`src/rtl/cdc_src_pkg.sv`:
```
`default_nettype none
// ============================================================================
// Module      : cdc_src_pkg
// Description : Shared helpers for the gray-pointer async FIFO source halves:
//               gray/binary conversion, pointer-width helper, stall counter
//               width.
// Revision    : 1.0 - initial release
// ============================================================================
package cdc_src_pkg;

    localparam int STALL_CNT_W = 16;

    // Pointer carries one extra wrap bit beyond the storage index.
    function automatic int ptr_w(input int log_depth);
        return log_depth + 1;
    endfunction

    function automatic logic [31:0] bin2gray(input logic [31:0] bin);
        return bin ^ (bin >> 1);
    endfunction

    function automatic logic [31:0] gray2bin(input logic [31:0] gray);
        logic [31:0] bin;
        bin = gray;
        for (int i = 1; i < 32; i++) begin
            bin = bin ^ (gray >> i);
        end
        return bin;
    endfunction

endpackage
`default_nettype wire

```
`src/rtl/cdc_gray_src_ch.sv`:
```
`default_nettype none
// ============================================================================
// Module      : cdc_gray_src_ch
// Description : Source half of one gray-pointer asynchronous FIFO, with
//               drain status and a saturating stall counter.
//   clk_i/rst_i   : clock, synchronous active-high reset
//   valid_i       : push request          ready_o : space available
//   data_i        : push payload          data_o  : flattened storage
//   wptr_o        : registered gray write pointer
//   rptr_i        : gray read pointer from destination (asynchronous)
//   drained_o     : all pushed entries consumed (per synchronised rptr)
//   clr_i         : clear stall counter   stall_cnt_o : saturating stalls
// Revision    : 1.0 - initial release
// ============================================================================
module cdc_gray_src_ch
    import cdc_src_pkg::*;
#(
    parameter int DataWidth  = 64,
    parameter int LogDepth   = 1,
    parameter int SyncStages = 2
) (
    input  logic                                   clk_i,
    input  logic                                   rst_i,
    input  logic                                   valid_i,
    output logic                                   ready_o,
    input  logic [DataWidth-1:0]                   data_i,
    output logic [ptr_w(LogDepth)-1:0]             wptr_o,
    output logic [(2**LogDepth)*DataWidth-1:0]     data_o,
    input  logic [ptr_w(LogDepth)-1:0]             rptr_i,
    output logic                                   drained_o,
    input  logic                                   clr_i,
    output logic [STALL_CNT_W-1:0]                 stall_cnt_o
);

    localparam int PW    = ptr_w(LogDepth);
    localparam int DEPTH = 2 ** LogDepth;

    // Full when the read pointer is exactly one lap behind: in gray code that
    // means the top two bits differ and the rest match.
    localparam logic [PW-1:0]          C_FULL_MASK = PW'(3) << (PW - 2);
    localparam logic [STALL_CNT_W-1:0] C_STALL_MAX = '1;

    logic [PW-1:0]          r_wbin;
    logic [PW-1:0]          r_wgray;
    logic [DataWidth-1:0]   r_mem  [DEPTH];
    logic [PW-1:0]          r_sync [SyncStages];
    logic [STALL_CNT_W-1:0] r_stall;

    logic [PW-1:0]          w_rsync;
    logic [PW-1:0]          w_wbin_nxt;
    logic                   w_full;
    logic                   w_ready;
    logic                   w_push;

    assign w_rsync    = r_sync[SyncStages-1];
    assign w_wbin_nxt = r_wbin + PW'(1);
    assign w_full     = (r_wgray == (w_rsync ^ C_FULL_MASK));
    // Gating with reset keeps pushes from being accepted in the reset cycle.
    assign w_ready    = ~w_full & ~rst_i;
    assign w_push     = valid_i & w_ready;

    always_ff @(posedge clk_i) begin
        if (rst_i) begin
            r_wbin  <= '0;
            r_wgray <= '0;
            for (int k = 0; k < DEPTH; k++) begin
                r_mem[k] <= '0;
            end
        end else if (w_push) begin
            r_mem[r_wbin[LogDepth-1:0]] <= data_i;
            r_wbin                      <= w_wbin_nxt;
            r_wgray                     <= PW'(bin2gray(32'(w_wbin_nxt)));
        end
    end

    always_ff @(posedge clk_i) begin
        if (rst_i) begin
            for (int s = 0; s < SyncStages; s++) begin
                r_sync[s] <= '0;
            end
        end else begin
            r_sync[0] <= rptr_i;
            for (int s = 1; s < SyncStages; s++) begin
                r_sync[s] <= r_sync[s-1];
            end
        end
    end

    always_ff @(posedge clk_i) begin
        if (rst_i || clr_i) begin
            r_stall <= '0;
        end else if (valid_i && !w_ready && (r_stall != C_STALL_MAX)) begin
            r_stall <= r_stall + 1'b1;
        end
    end

    generate
        for (genvar k = 0; k < DEPTH; k++) begin : g_out
            assign data_o[k*DataWidth +: DataWidth] = r_mem[k];
        end
    endgenerate

    assign ready_o     = w_ready;
    assign wptr_o      = r_wgray;
    assign drained_o   = (r_wgray == w_rsync);
    assign stall_cnt_o = r_stall;

endmodule
`default_nettype wire

```
`src/rtl/cdc_gray_src_array.sv`:
```
`default_nettype none
// ============================================================================
// Module      : cdc_gray_src_array
// Description : NumCh independent gray-pointer async FIFO source halves in
//               one clock domain, driving flattened wptr/data buses.
//   clk_i/rst_i   : clock, synchronous active-high reset
//   valid_i/ready_o/clr_i/drained_o : one bit per channel
//   data_i        : channel c at [c*DataWidth +: DataWidth]
//   data_o        : entry k of channel c at [(c*D+k)*DataWidth +: DataWidth]
//   wptr_o/rptr_i : channel c at [c*(LogDepth+1) +: LogDepth+1]
//   stall_cnt_o   : channel c at [c*16 +: 16]
// Revision    : 1.0 - initial release
// ============================================================================
module cdc_gray_src_array
    import cdc_src_pkg::*;
#(
    parameter int NumCh      = 2,
    parameter int DataWidth  = 64,
    parameter int LogDepth   = 1,
    parameter int SyncStages = 2
) (
    input  logic                                       clk_i,
    input  logic                                       rst_i,
    input  logic [NumCh-1:0]                           valid_i,
    output logic [NumCh-1:0]                           ready_o,
    input  logic [NumCh*DataWidth-1:0]                 data_i,
    output logic [NumCh*ptr_w(LogDepth)-1:0]           wptr_o,
    output logic [NumCh*(2**LogDepth)*DataWidth-1:0]   data_o,
    input  logic [NumCh*ptr_w(LogDepth)-1:0]           rptr_i,
    output logic [NumCh-1:0]                           drained_o,
    input  logic [NumCh-1:0]                           clr_i,
    output logic [NumCh*STALL_CNT_W-1:0]               stall_cnt_o
);

    localparam int PW  = ptr_w(LogDepth);
    localparam int DBW = (2 ** LogDepth) * DataWidth;

    generate
        for (genvar c = 0; c < NumCh; c++) begin : g_ch
            cdc_gray_src_ch #(
                .DataWidth  (DataWidth),
                .LogDepth   (LogDepth),
                .SyncStages (SyncStages)
            ) u_ch (
                .clk_i       (clk_i),
                .rst_i       (rst_i),
                .valid_i     (valid_i[c]),
                .ready_o     (ready_o[c]),
                .data_i      (data_i[c*DataWidth +: DataWidth]),
                .wptr_o      (wptr_o[c*PW +: PW]),
                .data_o      (data_o[c*DBW +: DBW]),
                .rptr_i      (rptr_i[c*PW +: PW]),
                .drained_o   (drained_o[c]),
                .clr_i       (clr_i[c]),
                .stall_cnt_o (stall_cnt_o[c*STALL_CNT_W +: STALL_CNT_W])
            );
        end
    endgenerate

endmodule
`default_nettype wire

```
`config.mk`:
```
export PLATFORM = sky130hd
export DESIGN_NAME = cdc_gray_src_array
export DESIGN_NICKNAME = d
export VERILOG_FILES = /design/src/rtl/cdc_src_pkg.sv /design/src/rtl/cdc_gray_src_ch.sv /design/src/rtl/cdc_gray_src_array.sv
export SDC_FILE = /design/constraint.sdc
export NUM_CORES = 1
export LEC_CHECK = 0
export CAP_MARGIN = 10
export CORE_MARGIN = 8
export CORE_UTILIZATION = 48
export DETAILED_ROUTE_END_ITERATION = 8
export PLACE_DENSITY = 0.86
export SLEW_MARGIN = 20
export SYNTH_ARGS = -nofsm -noshare
export SYNTH_HDL_FRONTEND = slang
export SYNTH_SLANG_ARGS = --single-unit
```
`constraint.sdc`:
```
create_clock -name clk_i -period 5.5 [get_ports clk_i]
set_input_delay 1.65 -clock clk_i [delete_from_list [all_inputs] [get_ports clk_i]]
set_output_delay 1.65 -clock clk_i [all_outputs]
set_load 0.03 [all_outputs]
```
==> flow_summary.ini, run 1 <==
[outcome]
status = complete, no violations

[clock_tree]
clk_pin_slew_ps = 60
htree_levels = 1
cts_root_buffer = clkbuf_16
cts_resized = 0
ctsHoldBuffers = 0
postCtsSetupRepairBufs = 0
cts_made_buffers = 31
clock-sinks = 302
clk-insertion-delay-late_ps = 540
cts_tree = yes
clk_path_buf_depth = 3

[pwr]
vdd_drop_max_v = 0.000224
powerDensity_nw_per_um2 = 320
finalPower_mw = 5.57
p_leak_nw = 6.43

[routing]
vias = 8262
drc = 0
routed-wl-met3_um = 3660
finalWirelength_um = 36600
dr.pass1.iters = 5
via_per_inst = 5.21
avgRoutedWirePerCell_um = 23.1
antenna_left = 0
m1WireLength_um = 12400
dr_wl_met2_um = 18500
highest_layer = met4
drt-initial-drc-count = 577

[floorplan]
die_x_um = 172
die-area_um2 = 29600
core_area_um2 = 24100
io_pins = 434
die_h_um = 172
num_rows = 57
initial_core_util = 0.486

[grt]
antenna_found_initial = 5
grt_max_degree = 66
grt_pass1_vias = 8336
track_usage = 0.231
grt_pass1_wl_um = 51300
grt_overflow = 0

[logic_synthesis]
async_reset_ff_frac = 0
syn_inst = 800
ys_ff_latch = 302
yosysWarnings = 0
synth_seq_area_share = 0.736
post_synth.cell_area_avg_um2 = 14.6
yosysUniqueCellTypes = 53
synth_fp_nets = 940
synthFlopType = edfxtp_1
synth_area_um2 = 11700
synth_edf_count = 256

[final_layout]
drive_above_1_share = 0.0613
finalNonFillerCells = 1586
final_nets = 1374
multi_input_area_um2 = 2890
area_growth_pct = 48.6
seqCellArea_um2 = 8610
n_fill_cell = 1526

[hold_path]
holdPathEnd = g_ch[0].u_ch.r_sync[0][2]
hold_path_class = reg -> reg
hp-start = g_ch[0].u_ch.r_sync[0][0]
min_path_cells = 1

[place]
pre_cts_ws_ps = 399
gp_congestion = 0.890
dp_hpwl_um = 26200
io_buffers = 433
dp_cells = 1525

[setup_path]
crit_type = in -> out
r2r-end = g_ch[0].u_ch.r_mem[1][27]
cp-end-kind = output port
critPathArrivalTime_ps = 3460
crit_fanout = 10
regToRegStartpoint = g_ch[0].u_ch.r_wbin[1]
rrSetupSlack_ps = 3040
cp-start-kind = primary input
critPathLaunch = rst_i
required_ps = 3850
r2r_cells = 6

[sta]
rsz0062_at_grt = no
finalClockSkew_ps = 10.0
slew_headroom = 0.420
setup-violations-final = 0
setup_slack_ps = 389
fin_crit_ps = 5110
post-route-period-util = 0.929
tightest_slew_ps = 870
max_freq_mhz = 196
hold_viol = 0
tns_ps = 0
final_max_slew_viol_count = 0
hold_ws_ps = 438

[run]
max_cap_viol_count = 0
==> cells in the final DEF (no fill, tap or decap), types with 7 or more instances in the layout <==
master           netlist  routed
a31oi_1                7       7
nor2b_1               10      10
clkdlybuf4s50_1        0     433
clkbuf_16              0      31
a21oi_1                8       8
clkbuf_1              22       7
edfxtp_1             256     256
and2_1               258     258
dfxtp_1               46      46
nand2_1               17      17
nand3_1               10      10
xor2_1                12      12
nand4_1               13      13
nor2_1                29      29
==> synth_stat cells (all sizes together), types with 3 or more instances <==
library cell / instances / area share
mux2i: 3 / 0.0026
nand4: 14 / 0.0088
nand3: 12 / 0.0060
inv: 6 / 0.0021
or3: 5 / 0.0027
a31oi: 7 / 0.0037
clkbuf: 22 / 0.0071
o211ai: 6 / 0.0038
buf: 19 / 0.0098
dfxtp: 46 / 0.079
nor2b: 10 / 0.0053
nor4: 7 / 0.0056
and3: 6 / 0.0032
o211a: 3 / 0.0026
xor2: 12 / 0.0090
xnor2: 5 / 0.0037
nor3: 7 / 0.0038
a21oi: 9 / 0.0042
edfxtp: 256 / 0.66
nor2: 31 / 0.010
or2: 7 / 0.0037
and4: 4 / 0.0030
nand2: 17 / 0.0055
or4: 7 / 0.0051
and2: 258 / 0.14
==> per-layer routing <==
layer	global-route usage	vias to the layer above
met3	0.0685	104
met4	0.132	0
met1	0.245	3981
li1	-	3712
met2	0.406	465
met5	0	-
==> worst max-delay path, cell delays in order <==
cell and delay [ps]:
clkdlybuf4s50_1 590, a21o_1 290, inv_2 180, clkdlybuf4s50_1 740
==> metrics by stage <==
step | utilization | cell area, um2
2_1_floorplan | - | 11700
3_3_place_gp | 0.679 | 16400
3_5_place_dp | 0.679 | 16400
4_1_cts | 0.721 | 17400
5_1_grt | 0.721 | 17400
6_report | 0.722 | 17400
==> registers in the layout, summed over array words and instances (netlist names) <==
signal,flops
g_ch.u_ch.stall_cnt_o,32
g_ch.u_ch.r_wbin,3
g_ch.u_ch.r_mem,256
g_ch.u_ch.wptr_o,3
g_ch.u_ch.r_sync,8
==> power by group <==
| part | internal, mW | switching (mW) | total (mW) |
|---|---|---|---|
| logic | 0.331 | 0.471 | 0.802 |
| clock network | 1.26 | 0.844 | 2.11 |
| registers | 2.62 | 0.0419 | 2.67 |
| total | 4.22 | 1.36 | 5.57 |
==> cell families after synthesis <==
family / share of synthesized area
compound gates: 0.0241
xor+xnor: 0.0127
fa+ha+maj: 0.00214
buf+inv: 0.0190
flops: 0.736
mux: 0.00257
simple gates: 0.204
==> worst max path at each step <==
stage,to,slack (ps),cells after the start
floorplan,g_ch[1].u_ch.r_mem[0][0],1210,5
CTS,ready_o[1],410,4
global route,ready_o[1],330,4
finish,ready_o[1],390,4
global placement,ready_o[1],450,4
detailed placement,ready_o[1],400,4
==> final cells by class <==
type                    count  area share
multi-input cells         451       0.166
well taps                 324      0.0233
diodes                      6    0.000863
flip-flops and latches    302       0.495
clock inverters            17      0.0120
clock buffers              38      0.0461
inverters                   6     0.00144
repair buffers            442       0.255
Note: power is estimated with default switching activity, not from simulation.
==> run 2, diff against run 1 <==
CTS_CLUSTER_SIZE = 8   (was unset)
==> run 2 against run 1 <==
Combinational power hardly changed; die area unchanged; routed wire length increased by 4.2%; clock-buffer cell count grew 21; clock skew increased by 7.7 ps; utilization increased by 0.73 points; worst setup slack gained 4.1 ps; global-route usage increased by 1.5 points; highest routed layer is now met5; hold slack worse by 4.3 ps; critical path depth unchanged; largest power group unchanged; power up 4.8%; critical endpoint unchanged.
==> flow_summary.ini, run 2 (synthesized netlist as in run 1, its figures left out) <==
[grt]
track_usage = 0.247
grt_pass1_wl_um = 53900
antenna_found_initial = 7
grt_busiest_layer = met2
met2_usage = 0.429
use_met3 = 0.0824
grt_max_degree = 66
globalRouteMet1Util = 0.257
grt_pass1_vias = 8631
grt_overflow = 0

[place]
placed_area_um2 = 16400
dp_cells = 1525
gp_congestion = 0.890
io_buffers = 433
dp_hpwl_um = 26200
pre_cts_ws_ps = 399

[floorplan]
die-area_um2 = 29600
num_rows = 57
io_pins = 434
die_h_um = 172
die_x_um = 172
core_area_um2 = 24100
initial_core_util = 0.486

[clock_tree]
clk-insertion-delay-late_ps = 520
clock-sinks = 302
cts_tree = yes
cts_resized = 0
postCtsSetupRepairBufs = 0
clk_pin_slew_ps = 50
htree_levels = 2
clk_path_buf_depth = 3
cts_root_buffer = clkbuf_16
ctsHoldBuffers = 0
cts_made_buffers = 43

[routing]
finalWirelength_um = 38200
drc = 0
avgRoutedWirePerCell_um = 23.9
drt-initial-drc-count = 631
vias = 8387
dr.pass1.iters = 6
antenna_left = 0
via_per_inst = 5.26

[sta]
post-route-period-util = 0.929
setup_slack_ps = 393
rsz0062_at_grt = no
final_max_slew_viol_count = 0
tightest_slew_ps = 869
max_freq_mhz = 196
hold_ws_ps = 434
hold_viol = 0
setup-violations-final = 0
finalClockSkew_ps = 17.8
tns_ps = 0
slew_headroom = 0.421
fin_crit_ps = 5110

[setup_path]
cp_common_cell = clkdlybuf4s50_1
required_ps = 3850
crit_fanout = 10
cp-start-kind = primary input
cpMaxStageDelayCell = clkdlybuf4s50_1
critPathArrivalTime_ps = 3460
max_stage_delay_ps = 740
cp_top_family = buffers and inverters
worst-path-buf-inv = 3
cp-end-kind = output port
crit_chain = clkdlybuf4s50_1 > a21o_1 > inv_2 > clkdlybuf4s50_1
crit_type = in -> out

[pwr]
vdd_drop_max_v = 0.000260
p_leak_nw = 6.51
finalPower_mw = 5.84
powerDensity_nw_per_um2 = 332

[final_layout]
fin_util = 0.729
stdcell_area_um2 = 17600
mostFrequentLayoutCells = clkdlybuf4s50_1 (433), and2_1 (258), edfxtp_1 (256), dfxtp_1 (46), clkbuf_16 (44)
layout_commonest_cell = clkdlybuf4s50_1
n_fill_cell = 1535
drive_above_1_share = 0.0642
area_growth_pct = 50.1
seqCellArea_um2 = 8610
final_nets = 1386
largest_register = g_ch.u_ch.r_mem
multi_input_area_um2 = 2890
largest_reg_flops = 256
finalNonFillerCells = 1594

[hold_path]
hold_path_class = reg -> reg

[run]
max_cap_viol_count = 0

[outcome]
status = complete, no violations
-- run 2: changes by cell type in the layout (fill, tap and decap cells not counted), sizes merged --
cell / before / now
clkinv: 11 / 1
inv: 6 / 7
clkbuf: 38 / 59
diode: 6 / 8
bufinv: 5 / 0
clkinvlp: 1 / 0
-- run 2: final cells by class --
type,instances,share of cell area
sequential,302,0.490
timing repair buffer,442,0.253
multi-input combinational,451,0.164
clock buffer,59,0.0659
tap,324,0.0231
clock inverter,2,0.00142
inverter,6,0.00142
antenna,8,0.00114
-- run 2: path summary, 6_finish.rpt --
kind | startpoint | to | slack, ps | depth (start not counted)
min reg2reg | g_ch[0].u_ch.r_sync[0][0] | g_ch[0].u_ch.r_sync[0][2] | 430 | 1
max reg2reg | g_ch[0].u_ch.r_wbin[1] | g_ch[0].u_ch.r_mem[1][13] | 3010 | 6
max | rst_i | ready_o[1] | 390 | 4
min | g_ch[0].u_ch.r_sync[0][0] | g_ch[0].u_ch.r_sync[0][2] | 430 | 1
-- run 2: power breakdown --
part           internal [mW]  switching (mW)  leakage [nW]
combinational          0.331           0.474          2.88
clock                   1.44           0.917         0.571
sequential              2.63          0.0447          3.06
total                   4.40            1.44          6.51
-- run 2: worst register-to-register path, stage by stage, from the launching register on --
cell and delay (ps):
dfxtp_1 360, xor2_1 190, a21o_2 310, inv_4 140, and3_2 210, or2_2 170
buf_4 660
-- run 2: layer usage --
layer / wire, um / part of all wire
met1: 12800 / 0.33
met2: 19400 / 0.51
met3: 3800 / 0.10
met4: 2150 / 0.056
met5: 13 / 0.00034
==> run 3, diff against run 2 <==
CAP_MARGIN = unset   (was 10)
==> results of run 3 <==
No change in the layout: final DEF, timing and power equal those of run 2.
